File: config.mk
export PLATFORM = sky130hd
export DESIGN_NAME = score_display
export DESIGN_NICKNAME = d
export VERILOG_FILES = /design/src/rtl/score_display.sv
export SDC_FILE = /design/constraint.sdc
export NUM_CORES = 1
export LEC_CHECK = 0
export CORE_ASPECT_RATIO = 1.4
export CORE_MARGIN = 5
export CORE_UTILIZATION = 30
export CTS_CLUSTER_SIZE = 40
export DETAILED_ROUTE_END_ITERATION = 6
export GPL_TIMING_DRIVEN = 0
export PLACE_DENSITY_LB_ADDON = 0.1
export SYNTH_ARGS = -nofsm -noshare
export SYNTH_HDL_FRONTEND = slang
export SYNTH_SLANG_ARGS = --single-unit
File: constraint.sdc
create_clock -name clk -period 2 [get_ports clk]
set_input_delay 0.2 -clock clk [delete_from_list [all_inputs] [get_ports clk]]
set_output_delay 0.2 -clock clk [all_outputs]
set_load 0.03 [all_outputs]
File: src/rtl/score_display.sv
// Pong score keeper: detects out-of-bounds balls per frame, keeps both BCD scores,
// flags the match winner and multiplexes the scores onto a 4-digit seven-segment display.
// Optional winner blinking is built only when SCORE_BLINK_EN is defined.
module score_display #(
  parameter int width       = 800,
  parameter int ball_size   = 10,
  parameter int win_score   = 11,
  parameter int refresh_div = 50000,
  parameter int blink_div   = 12500000
) (
  input  logic       clk,
  input  logic       rst_n,
  input  logic       frm_tick,
  input  logic [9:0] ball_x,
  input  logic       new_game,
  output logic [7:0] score_l,
  output logic [7:0] score_r,
  output logic       game_over,
  output logic       winner,
  output logic [6:0] seg,
  output logic       dp,
  output logic [3:0] an
);

  localparam logic [10:0] oob_lim  = 11'(width - ball_size + 2);
  localparam logic [7:0]  win_bcd  = {4'(win_score / 10), 4'(win_score % 10)};
  localparam int          rw       = (refresh_div > 1) ? $clog2(refresh_div) : 1;
  localparam logic [rw-1:0] ref_max = rw'(refresh_div - 1);

  logic oob_l, oob_r, prev_l, prev_r, tick_d;
  logic point_l, point_r;
  logic [7:0] inc_l, inc_r;
  logic [rw-1:0] ref_cnt;
  logic [1:0] slot;
  logic wrap_d;
  logic hide_l, hide_r;
  logic [3:0] digit;
  logic blank;

  function automatic logic [7:0] bcd_inc(input logic [7:0] s);
    logic [7:0] r;
    if (s == 8'h99)
      r = s;
    else if (s[3:0] == 4'd9)
      r = {s[7:4] + 4'd1, 4'd0};
    else
      r = {s[7:4], s[3:0] + 4'd1};
    return r;
  endfunction

  function automatic logic [6:0] seg_pat(input logic [3:0] d);
    logic [6:0] p;
    case (d)
      4'd0:    p = 7'h40;
      4'd1:    p = 7'h79;
      4'd2:    p = 7'h24;
      4'd3:    p = 7'h30;
      4'd4:    p = 7'h19;
      4'd5:    p = 7'h12;
      4'd6:    p = 7'h02;
      4'd7:    p = 7'h78;
      4'd8:    p = 7'h00;
      4'd9:    p = 7'h10;
      default: p = 7'h7F;
    endcase
    return p;
  endfunction

  // Flags are sampled per frame; the previous pair is kept so a point needs a 0->1 edge.
  always_ff @(posedge clk or negedge rst_n) begin
    if (!rst_n) begin
      oob_l  <= 1'b0;
      oob_r  <= 1'b0;
      prev_l <= 1'b0;
      prev_r <= 1'b0;
      tick_d <= 1'b0;
    end else if (new_game) begin
      oob_l  <= 1'b0;
      oob_r  <= 1'b0;
      prev_l <= 1'b0;
      prev_r <= 1'b0;
      tick_d <= 1'b0;
    end else begin
      tick_d <= frm_tick;
      if (frm_tick) begin
        prev_l <= oob_l;
        prev_r <= oob_r;
        oob_l  <= ({1'b0, ball_x} == 11'd0);
        oob_r  <= ({1'b0, ball_x} > oob_lim);
      end
    end
  end

  assign point_l = tick_d & oob_r & ~prev_r;
  assign point_r = tick_d & oob_l & ~prev_l & ~point_l;
  assign inc_l   = bcd_inc(score_l);
  assign inc_r   = bcd_inc(score_r);

  always_ff @(posedge clk or negedge rst_n) begin
    if (!rst_n) begin
      score_l   <= 8'h00;
      score_r   <= 8'h00;
      game_over <= 1'b0;
      winner    <= 1'b0;
    end else if (new_game) begin
      score_l   <= 8'h00;
      score_r   <= 8'h00;
      game_over <= 1'b0;
      winner    <= 1'b0;
    end else if (!game_over) begin
      if (point_l) begin
        score_l <= inc_l;
        if (inc_l == win_bcd) begin
          game_over <= 1'b1;
          winner    <= 1'b0;
        end
      end else if (point_r) begin
        score_r <= inc_r;
        if (inc_r == win_bcd) begin
          game_over <= 1'b1;
          winner    <= 1'b1;
        end
      end
    end
  end

  always_ff @(posedge clk or negedge rst_n) begin
    if (!rst_n) begin
      ref_cnt <= '0;
      slot    <= 2'd0;
      wrap_d  <= 1'b0;
    end else begin
      wrap_d <= (ref_cnt == ref_max);
      if (ref_cnt == ref_max) begin
        ref_cnt <= '0;
        slot    <= slot + 2'd1;
      end else begin
        ref_cnt <= ref_cnt + rw'(1);
      end
    end
  end

`ifdef SCORE_BLINK_EN
  localparam int bw = (blink_div > 1) ? $clog2(blink_div) : 1;
  localparam logic [bw-1:0] blink_max = bw'(blink_div - 1);

  logic [bw-1:0] blink_cnt;
  logic blink_off;

  // Held at the visible phase until the match ends, so blinking starts visible.
  always_ff @(posedge clk or negedge rst_n) begin
    if (!rst_n) begin
      blink_cnt <= '0;
      blink_off <= 1'b0;
    end else if (!game_over) begin
      blink_cnt <= '0;
      blink_off <= 1'b0;
    end else if (blink_cnt == blink_max) begin
      blink_cnt <= '0;
      blink_off <= ~blink_off;
    end else begin
      blink_cnt <= blink_cnt + bw'(1);
    end
  end

  assign hide_l = game_over & ~winner & blink_off;
  assign hide_r = game_over &  winner & blink_off;
`else
  assign hide_l = 1'b0;
  assign hide_r = 1'b0;
`endif

  always_comb begin
    digit = 4'd0;
    blank = 1'b1;
    case (slot)
      2'd3: begin
        digit = score_l[7:4];
        blank = hide_l | (score_l[7:4] == 4'd0);
      end
      2'd2: begin
        digit = score_l[3:0];
        blank = hide_l;
      end
      2'd1: begin
        digit = score_r[7:4];
        blank = hide_r | (score_r[7:4] == 4'd0);
      end
      default: begin
        digit = score_r[3:0];
        blank = hide_r;
      end
    endcase
  end

  // Display registers load only on the cycle after a refresh wrap.
  always_ff @(posedge clk or negedge rst_n) begin
    if (!rst_n) begin
      seg <= 7'h7F;
      dp  <= 1'b1;
      an  <= 4'hF;
    end else if (wrap_d) begin
      an  <= ~(4'b0001 << slot);
      seg <= blank ? 7'h7F : seg_pat(digit);
      dp  <= (slot != 2'd2);
    end
  end

endmodule

==> metrics.txt, run 1 <==
final setup vio count 5; ant diodes 0; final hold vios 0; Final min period 2040 ps; switch share 23.1%; gpl congestion 0.761; first-pass GRT wire length 12900 um; Max Transition Viols Final 0; Main synth FF type dfrtp_1; critical path class reg -> reg; wire per inst 14.8 um; placed insts 499; post-DR vias/cell 4.88; Max Buffers Root-to-Sink 2; initial antenna violation count 0; Static Leak 0.00177 uW; core area 10300 um2; total number of vias 2599; Worst Min Path Start frm_tick; htree depth 2; worst r2r path cells 9; Max FO, Critical Path 5; clock sinks 53; Worst Path Required 2240 ps; RSZ-0062 raised after global routing true; hold-critical path endpoint tick_d; Comb power frac 3.9%; outcome finished with violations; Initial Utilization 30.4%; drt first-iter violations 95; Post-DP HPWL 5560 um; drt total wl 7910 um; sequential power share 52.5%; die width 96.3 um; cts bufs inserted 5; die height 131 um; fin crit share 102%; VDD IR max 343 uV; crit end category register; I/O Pins 44; Worst-path clk slew 70 ps; Worst R2R Setup Slack -40 ps; fin cells 533; vias in the first global route 2507; Routed Antenna Nets 0; worst hold slack 289 ps; share of the synthesized area in the top cell type 33.6%; Final Skew 6.23 ps; final-stage net count 429; Pwr per Cell Area 479 nW/um2; cell taking the most area after synthesis dfrtp_1; failing checks setup timing; Yosys reg bits 53; Final WS setup -40.0 ps; DIE AREA 12600 um2; net switching power 473 uW; Area Overhead vs Synth 36.8%; clock power share 43.5%; Total Routing Usage GR 13.1%; WP data arrival 2280 ps; Synth Cell Area 3130 um2; CTS tree yes; Cells after Synth 318; Hold Crit Depth 2; Slew @ Worst Pin 641 ps; largest net degree at the start of global routing 33; Skew-Pair Late Insertion Delay 300 ps; port buffer count 42; drt first pass iters 4; FF-to-FF Start slot[1]; Yosys cell types 60; max-cap check violation count 0; yosys warns 0; Residual DRC 0; Post-synth EDFFs 0; layout cell share with drive strength beyond 1 27.1%; ranking of synthesized cells by area dfrtp_1, dfstp_2, ha_1; type of origin of the critical path register; sequential-to-total area share from yosys stat 42.9%; FFs w/ async S/R, synth 100%; R2R Path End seg[3]; f_max 490 MHz; total gr overflow 0; post-synthesis area per instance 9.83 um2; final core area utilization 41.5%; worst rel slew slack 57.3%; CTS root buffer clkbuf_16; Pint 1580 uW; min-delay worst type in -> reg; Net Count, Synth 353; cell row count 44
## worst max-delay path, stage by stage, from the launching register on
cell,delay (ps)
dfrtp_1,430
buf_4,160
ha_4,170
a222oi_1,390
mux2i_4,210
inv_2,120
ha_1,160
nand2_2,70
a21oi_2,140
o22a_1,130
## power groups by stage
| stage | Combinational, uW | Clock, uW | Sequential, uW |
|---|---|---|---|
| 2_1_floorplan | 19.5 | 0 | 1100 |
| 3_3_place_gp | 78.2 | 0 | 1100 |
| 3_5_place_dp | 82.1 | 0 | 1100 |
| 4_1_cts | 84.2 | 933 | 1080 |
| 5_1_grt | 91.9 | 964 | 1080 |
| 6_report | 80.9 | 892 | 1080 |
## stage by stage
step	setup TNS, ps	area, um2	power, uW	setup slack [ps]
after floorplan	0	3130	1120	19.9
after global placement	-51470	3730	1180	-1250
after detailed placement	-1960	3740	1180	-392
after CTS	-333	4060	2090	-84.6
after global routing	-849	4280	2130	-143
final	-132	4280	2050	-40.0
## worst max-delay path by stage
stage / startpoint / end / slack (ps) / cells past startpoint
detailed placement: slot[0] / seg[5] / -390 / 8
global placement: rst_n / score_l[1] / -1250 / 1
CTS: slot[1] / seg[3] / -80 / 8
finish: slot[1] / seg[3] / -40 / 9
floorplan: score_l[5] / winner / 20 / 8
global route: slot[1] / seg[6] / -140 / 9
## final cells by class
class	count	area [um2]
fill	1040	6020
multi-input combinational	239	1850
sequential	53	1350
timing repair buffer	68	633
tap	138	173
clock buffer	5	125
inverter	18	72.6
buffer	9	47.5
clock inverter	3	22.5
## Yosys cell counts, types with 2 or more instances
cell type	instances
dfrtp_1	42
nor2_1	36
nand2_1	28
ha_1	21
a21oi_1	19
inv_1	17
xor2_1	14
nand3_1	13
dfstp_2	11
mux2i_1	9
nor3_1	9
o21ai_0	9
xnor2_1	8
nand4_1	6
o22a_1	5
a222oi_1	4
clkbuf_1	4
nand2b_1	4
nand3b_1	4
nor2b_1	4
and3_1	3
or3_1	3
a211o_1	2
a211oi_1	2
a31oi_1	2
and3b_1	2
buf_2	2
nand3b_4	2
nor4_1	2
## kinds of logic after synthesis
logic type / after synthesis / synth area share, %
AO/OA/AOI/OAI: 55 / 12.4
buffers and inverters: 27 / 3.68
multiplexers: 11 / 3.68
adder cells (fa/ha/maj): 21 / 8.40
XOR/XNOR: 22 / 6.16
AND/OR/NAND/NOR: 129 / 22.8
flip-flops: 53 / 42.9
## flip-flops by register name, summed over array words and instances (netlist names), 2 cells and up
signal and flops:
an 4, ref_cnt 16, score_l 8, score_r 8
seg 7, slot 2
## cell usage in the layout (no fill, tap or decap), types with 5 or more instances in the layout
master           synthesis  routed
o22a_1                   5       5
ha_1                    21      11
o21ai_0                  9       7
inv_2                    0       6
nor2_1                  36      34
clkdlybuf4s50_1          0      41
xor2_1                  14      14
dfstp_2                 11      11
ha_4                     0       6
xnor2_1                  8       8
nor3_1                   9       9
nand2_1                 28      26
a21oi_1                 19      17
clkbuf_16                0       5
mux2i_1                  9       7
nand4_1                  6       6
nand3_1                 13      13
buf_4                    1      23
dfrtp_2                  0       9
dfrtp_1                 42      33
inv_1                   17      11
## what timing repair did
item / 4_1_cts / 5_1_grt
buffers inserted: 5 / 19
pin swaps: 9 / 12
hold buffers: 1 / 0
resized for setup: 31 / 19
cloned: 0 / 1
endpoints found under the setup margin: 8 / 13
hold endpoints to repair: 21 / 0
## per-layer routing
metal	GRT usage [%]	up-vias	part of all wire, %
met5	0	-	0
met4	4.10	0	1.2
met3	2.29	6	3.3
met2	22.7	40	52
met1	16.4	1279	43
li1	-	1274	-
Power figures use the tool's default switching activity.
==> run 2, diff against run 1 <==
Settings changed: SKIP_LAST_GASP set to 1.
==> run 2 against run 1 <==
Against the previous run:
- the run still ends with setup timing left
- combinational power rose by 2%
- clock power barely moved
- critical path depth fell by 1
- first-iteration DRC count fell by 12%
- wire length fell by 1.2%
- setup slack improved by 3.8 ps
- final area fell by 1.5%
- hold slack got worse by 2.6 ps
- non-clock buffer count fell by 5
- maximum frequency rose by 0.19%
- utilization fell by 0.61 points
- flip-flop and latch count did not move
- critical path type unchanged
- highest routed layer unchanged
==> metrics.txt, run 2 (synthesis gave the netlist of run 1 again) <==
clock sinks 53 (unchanged); FF-to-FF Start slot[0] (was slot[1]); final-stage net count 423 (was 429); biggest regs ref_cnt: 16 flops, score_l: 8 flops, score_r: 8 flops (unchanged); net switching power 472 uW (was 473 uW); switch share 23.0% (was 23.1%); ant diodes 0 (unchanged); vias in the first global route 2496 (was 2507); Hold Crit Depth 2 (unchanged); Final min period 2040 ps (about the same); Worst Path Required 2240 ps (about the same); Slew @ Worst Pin 643 ps (was 641 ps); Pwr per Cell Area 486 nW/um2 (was 479 nW/um2); die height 131 um (unchanged); sequential power share 52.5% (about the same); Static Leak 0.00174 uW (was 0.00177 uW); outcome finished with violations (unchanged); Comb power frac 4.0% (was 3.9%); I/O Pins 44 (unchanged); Final WS setup -36.3 ps (was -40.0 ps); critical path class reg -> reg (unchanged); R2R Path End seg[3] (unchanged); WP buf/inv 1 (was 2); Max Transition Viols Final 0 (unchanged); initial antenna violation count 0 (unchanged); largest net degree at the start of global routing 33 (unchanged); total number of vias 2528 (was 2599); drt first pass iters 4 (unchanged); htree depth 2 (unchanged); Worst R2R Setup Slack -40 ps (about the same); number of fill cells in the layout 1047 (was 1040); post-route cell area 4210 um2 (was 4280 um2); CTS tree yes (unchanged); first-pass GRT wire length 12900 um (unchanged); VDD IR max 349 uV (was 343 uV); type of origin of the critical path register (unchanged); multi-input logic area 1810 um2 (was 1850 um2); Max FO, Critical Path 6 (was 5); failing checks setup timing (unchanged); port buffer count 42 (unchanged); worst hold slack 286 ps (was 289 ps); wire per inst 14.8 um (about the same); final core area utilization 40.9% (was 41.5%); Residual DRC 0 (unchanged); Area Overhead vs Synth 34.8% (was 36.8%); CP delay by family, top compound AO/OA/AOI/OAI gates (unchanged); final setup vio count 5 (unchanged); Routed Antenna Nets 0 (unchanged); max-cap check violation count 0 (unchanged); CTS root buffer clkbuf_16 (unchanged); cts bufs inserted 5 (unchanged); Slowest-stage cell, CP a222oi_1 (was dfrtp_1); DIE AREA 12600 um2 (unchanged); register area 1350 um2 (unchanged); total gr overflow 0 (unchanged); cells along the critical path ha_4 > a222oi_1 > mux2i_4 > inv_2 > ha_1 > nand2_2 > a21oi_2 > o22a_1 (was buf_4 > ha_4 > a222oi_1 > mux2i_4 > inv_2 > ha_1 > nand2_2 > a21oi_2 > o22a_1); Final Total Pwr 2050 uW (about the same); most frequent cells in the layout clkdlybuf4s50_1, nor2_1, dfrtp_1 (unchanged); RSZ-0062 raised after global routing true (unchanged); Pint 1580 uW (about the same); hold-critical path endpoint tick_d (unchanged); worst rel slew slack 57.1% (was 57.3%); clock power share 43.5% (about the same); Max Buffers Root-to-Sink 2 (unchanged); Initial Utilization 30.4% (unchanged); WP data arrival 2280 ps (about the same); post-DR vias/cell 4.80 (was 4.88); cell row count 44 (unchanged); gpl congestion 0.761 (unchanged); Post-DP HPWL 5560 um (unchanged); Worst-path clk slew 70 ps (about the same); final hold vios 0 (unchanged); placed inst area 3740 um2 (unchanged); commonest non-fill, non-tap cell in the layout clkdlybuf4s50_1 (unchanged); drt first-iter violations 84 (was 95); Largest register FFs 16 (unchanged); Final Skew 5.49 ps (was 6.23 ps); min-delay worst type in -> reg (unchanged); f_max 491 MHz (was 490 MHz); CP peak stage delay 470 ps (was 430 ps); die width 96.3 um (unchanged); fin crit share 102% (about the same); layout cell share with drive strength beyond 1 25.4% (was 27.1%); Total Routing Usage GR 13.1% (about the same); Worst Min Path Start frm_tick (unchanged); Largest Register ref_cnt (unchanged); crit end category register (unchanged); drt total wl 7820 um (was 7910 um); core area 10300 um2 (unchanged); worst r2r path cells 8 (was 9); setup_tns -115 ps (was -132 ps); Skew-Pair Late Insertion Delay 290 ps (was 300 ps)
## run 2: cell types whose count changed in the layout (fill, tap and decap cells not counted), sizes merged
cell   change
buf        -5
mux2i      -1
## run 2: worst max-delay path by stage
| stage | slack [ps] | endpoint | start | depth (start not counted) |
|---|---|---|---|---|
| 2_1_floorplan | 20 | winner | score_l[5] | 8 |
| 3_3_place_gp | -1250 | score_l[1] | rst_n | 1 |
| 3_5_place_dp | -390 | seg[5] | slot[0] | 8 |
| 4_1_cts | -90 | seg[3] | slot[1] | 8 |
| 5_1_grt | -150 | seg[4] | slot[1] | 9 |
| 6_report | -40 | seg[3] | slot[0] | 8 |
## run 2: area by class of cell
cell class,instances,area share (%)
Buffer,9,1.13
Clock buffer,5,2.97
Clock inverter,3,0.534
Inverter,18,1.72
Multi-Input combinational cell,238,43.0
Sequential cell,53,32.1
Tap cell,138,4.10
Timing Repair Buffer,63,14.5
## run 2: stage by stage
| step | std cells | worst slack, ps |
|---|---|---|
| detailed placement | 499 | -392 |
| finish | 527 | -36.3 |
| global placement | 498 | -1250 |
| global route | 527 | -152 |
| CTS | 513 | -85.5 |
| floorplan | 318 | 19.9 |
## run 2: per-layer routing
layer	share of wire, %	vias up	GRT usage, %
met5	0	-	0
met4	1.0	0	3.85
met3	3.1	4	2.23
met2	52	38	22.8
met1	43	1226	16.5
li1	-	1260	-
## run 2: power by group through the flow
stage	Clock, uW	Sequential [uW]	Combinational [uW]
after floorplan	0	1100	19.5
after global placement	0	1100	78.2
after detailed placement	0	1100	82.1
after CTS	933	1080	83.8
after global routing	964	1080	93.5
final	891	1080	82.4
## run 2: timing repair
action	CTS	global route
pin swaps	7	13
buffers inserted	5	14
setup endpoints to repair	8	13
resized for setup	27	23
hold buffers	1	0
endpoints found under the hold margin	21	0
==> run 3, diff against run 2 <==
Settings changed: CORE_MARGIN 5 to 10.
==> run 3 against run 2 <==
Against the previous run:
- die area rose by 19%
- power fell by 0.42%
- hold slack improved by 1.2 ps
- largest power group unchanged
- the run still ends with setup timing left
==> metrics.txt, run 3 (synthesis gave the netlist of run 1 again) <==
outcome finished with violations (unchanged); failing checks setup timing (unchanged); crit end category register (unchanged); core area 10300 um2 (unchanged); type of origin of the critical path register (unchanged); Largest Register ref_cnt (unchanged); biggest regs ref_cnt: 16 flops, score_l: 8 flops, score_r: 8 flops (unchanged); vias in the first global route 2555 (was 2496); register area 1350 um2 (about the same); Max Buffers Root-to-Sink 2 (unchanged); post-DR vias/cell 4.88 (was 4.80); DIE AREA 15000 um2 (was 12600 um2); Total Routing Usage GR 10.7% (was 13.1%); first-pass GRT wire length 13100 um (was 12900 um); final hold vios 0 (unchanged); CTS root buffer clkbuf_16 (unchanged); VDD IR max 274 uV (was 349 uV); Pwr per Cell Area 498 nW/um2 (was 486 nW/um2); port buffer count 42 (unchanged); drt first pass iters 4 (unchanged); largest net degree at the start of global routing 36 (was 33); worst slack, placed -342 ps (was -392 ps); wire length on met3 333 um (was 242 um); most frequent cells in the layout clkdlybuf4s50_1, dfrtp_1, nor2_1 (was clkdlybuf4s50_1, nor2_1, dfrtp_1); CP peak stage delay 500 ps (was 470 ps); top layer used by detailed routing met4 (unchanged); Largest register FFs 16 (unchanged); Max Transition Viols Final 0 (unchanged); multi-input logic area 1800 um2 (was 1810 um2); RSZ-0062 raised after global routing true (unchanged); Final Skew 9.23 ps (was 5.49 ps); Worst Path Required 2250 ps (was 2240 ps); final setup vio count 8 (was 5); ant diodes 0 (unchanged); commonest non-fill, non-tap cell in the layout clkdlybuf4s50_1 (unchanged); fin crit share 106% (was 102%); Worst-path clk slew 80 ps (was 70 ps); htree depth 2 (unchanged); wire per inst 15.1 um (was 14.8 um); DR WL met2 4030 um (was 4100 um); cell row count 44 (unchanged); final-stage net count 412 (was 423); Routed Antenna Nets 0 (unchanged); Final WS setup -126 ps (was -36.3 ps); max-cap check violation count 0 (unchanged); I/O Pins 44 (unchanged); Static Leak 0.00169 uW (was 0.00174 uW); cells along the critical path inv_2 > ha_4 > a222oi_1 > mux2i_4 > inv_2 > ha_1 > nand2_2 > a21oi_2 > o22a_1 (was ha_4 > a222oi_1 > mux2i_4 > inv_2 > ha_1 > nand2_2 > a21oi_2 > o22a_1); Residual DRC 0 (unchanged); min-delay worst type in -> reg (unchanged); layout cell share with drive strength beyond 1 21.7% (was 25.4%); Area Overhead vs Synth 31.0% (was 34.8%); worst rel slew slack 59.0% (was 57.1%); gpl congestion 0.820 (was 0.761); Slowest-stage cell, CP a222oi_1 (unchanged); Metal-1 WL 3340 um (was 3390 um); cts bufs inserted 5 (unchanged); Skew-Pair Late Insertion Delay 300 ps (was 290 ps); number of fill cells in the layout 1052 (was 1047); Max FO, Critical Path 6 (unchanged); total gr overflow 0 (unchanged); WP data arrival 2370 ps (was 2280 ps); clock sinks 53 (unchanged); CTS tree yes (unchanged); total number of vias 2516 (was 2528); die height 141 um (was 131 um); f_max 470 MHz (was 491 MHz); most frequent CP cell inv_2; drt first-iter violations 84 (unchanged); die width 106 um (was 96.3 um); Final min period 2130 ps (was 2040 ps); Slew @ Worst Pin 616 ps (was 643 ps); critical path class reg -> reg (unchanged); final core area utilization 39.8% (was 40.9%); Initial Utilization 30.4% (unchanged); initial antenna violation count 0 (unchanged); Post-DP HPWL 5800 um (was 5560 um); drt total wl 7820 um (about the same)
[run 3: changes by cell type in the layout (fill, tap and decap cells not counted), moves of 2 or more]
cell / before / now
ha_1: 13 / 15
ha_2: 4 / 2
dfrtp_1: 33 / 35
buf_4: 16 / 8
dfrtp_2: 9 / 7
buf_6: 4 / 2
[run 3: timing repair]
item                                    CTS  global route
pin swaps                                 5             4
endpoints found under the setup margin    8            16
buffers inserted                          3             5
gates resized for setup                  24            14
hold endpoints to repair                 18             0
hold buffers                              1             0
[run 3: metrics by stage]
| step | area (um2) | hold slack [ps] | instances | setup TNS (ps) | total power (uW) |
|---|---|---|---|---|---|
| 5_1_grt | 4100 | 311 | 516 | -1140 | 2130 |
| 6_report | 4100 | 287 | 516 | -561 | 2040 |
| 4_1_cts | 4020 | 287 | 511 | -377 | 2090 |
| 3_5_place_dp | 3740 | 193 | 499 | -1880 | 1180 |
| 2_1_floorplan | 3130 | -95.6 | 318 | 0 | 1120 |
| 3_3_place_gp | 3730 | 458 | 498 | -51030 | 1180 |
[run 3: final timing paths]
check,end,start,slack (ps),cells after the start
max in group asynchronous,an[1],rst_n,1010,3
max reg2reg,seg[3],slot[1],-130,9
min reg2reg,ref_cnt[0],ref_cnt[0],460,1
max,seg[3],slot[1],-130,9
min in group asynchronous,score_r[0],rst_n,380,2
min,tick_d,frm_tick,290,2
[run 3: metal layers]
metal | global-route usage [%] | vias up
met4 | 3.93 | 0
met1 | 12.2 | 1221
met3 | 2.60 | 8
li1 | - | 1238
met2 | 18.7 | 49
met5 | 0 | -
[run 3: critical path, delay by kind of cell (launching register included)]
kind	cells	cell delay, ps
AO/OA/AOI/OAI	3	770
adder cells (fa/ha/maj)	2	370
buffers and inverters	2	210
flip-flops	1	430
multiplexers	1	210
AND/OR/NAND/NOR	1	70
[run 3: final cells by class]
class | instances | share of cell area [%]
plain buffers | 9 | 1.19
clock buffers | 5 | 3.06
clock inverters | 3 | 0.550
inverters | 18 | 1.71
multi-input cells | 238 | 43.9
flip-flops and latches | 53 | 32.9
well taps | 138 | 4.22
repair buffers | 52 | 12.4
[run 3: report_power, final]
group / switching, uW / internal, uW / leakage (uW)
Combinational: 45.7 / 34.5 / 0.000943
Clock: 416 / 467 / 0.0000738
Sequential: 2.39 / 1070 / 0.000673
Total: 464 / 1580 / 0.00169
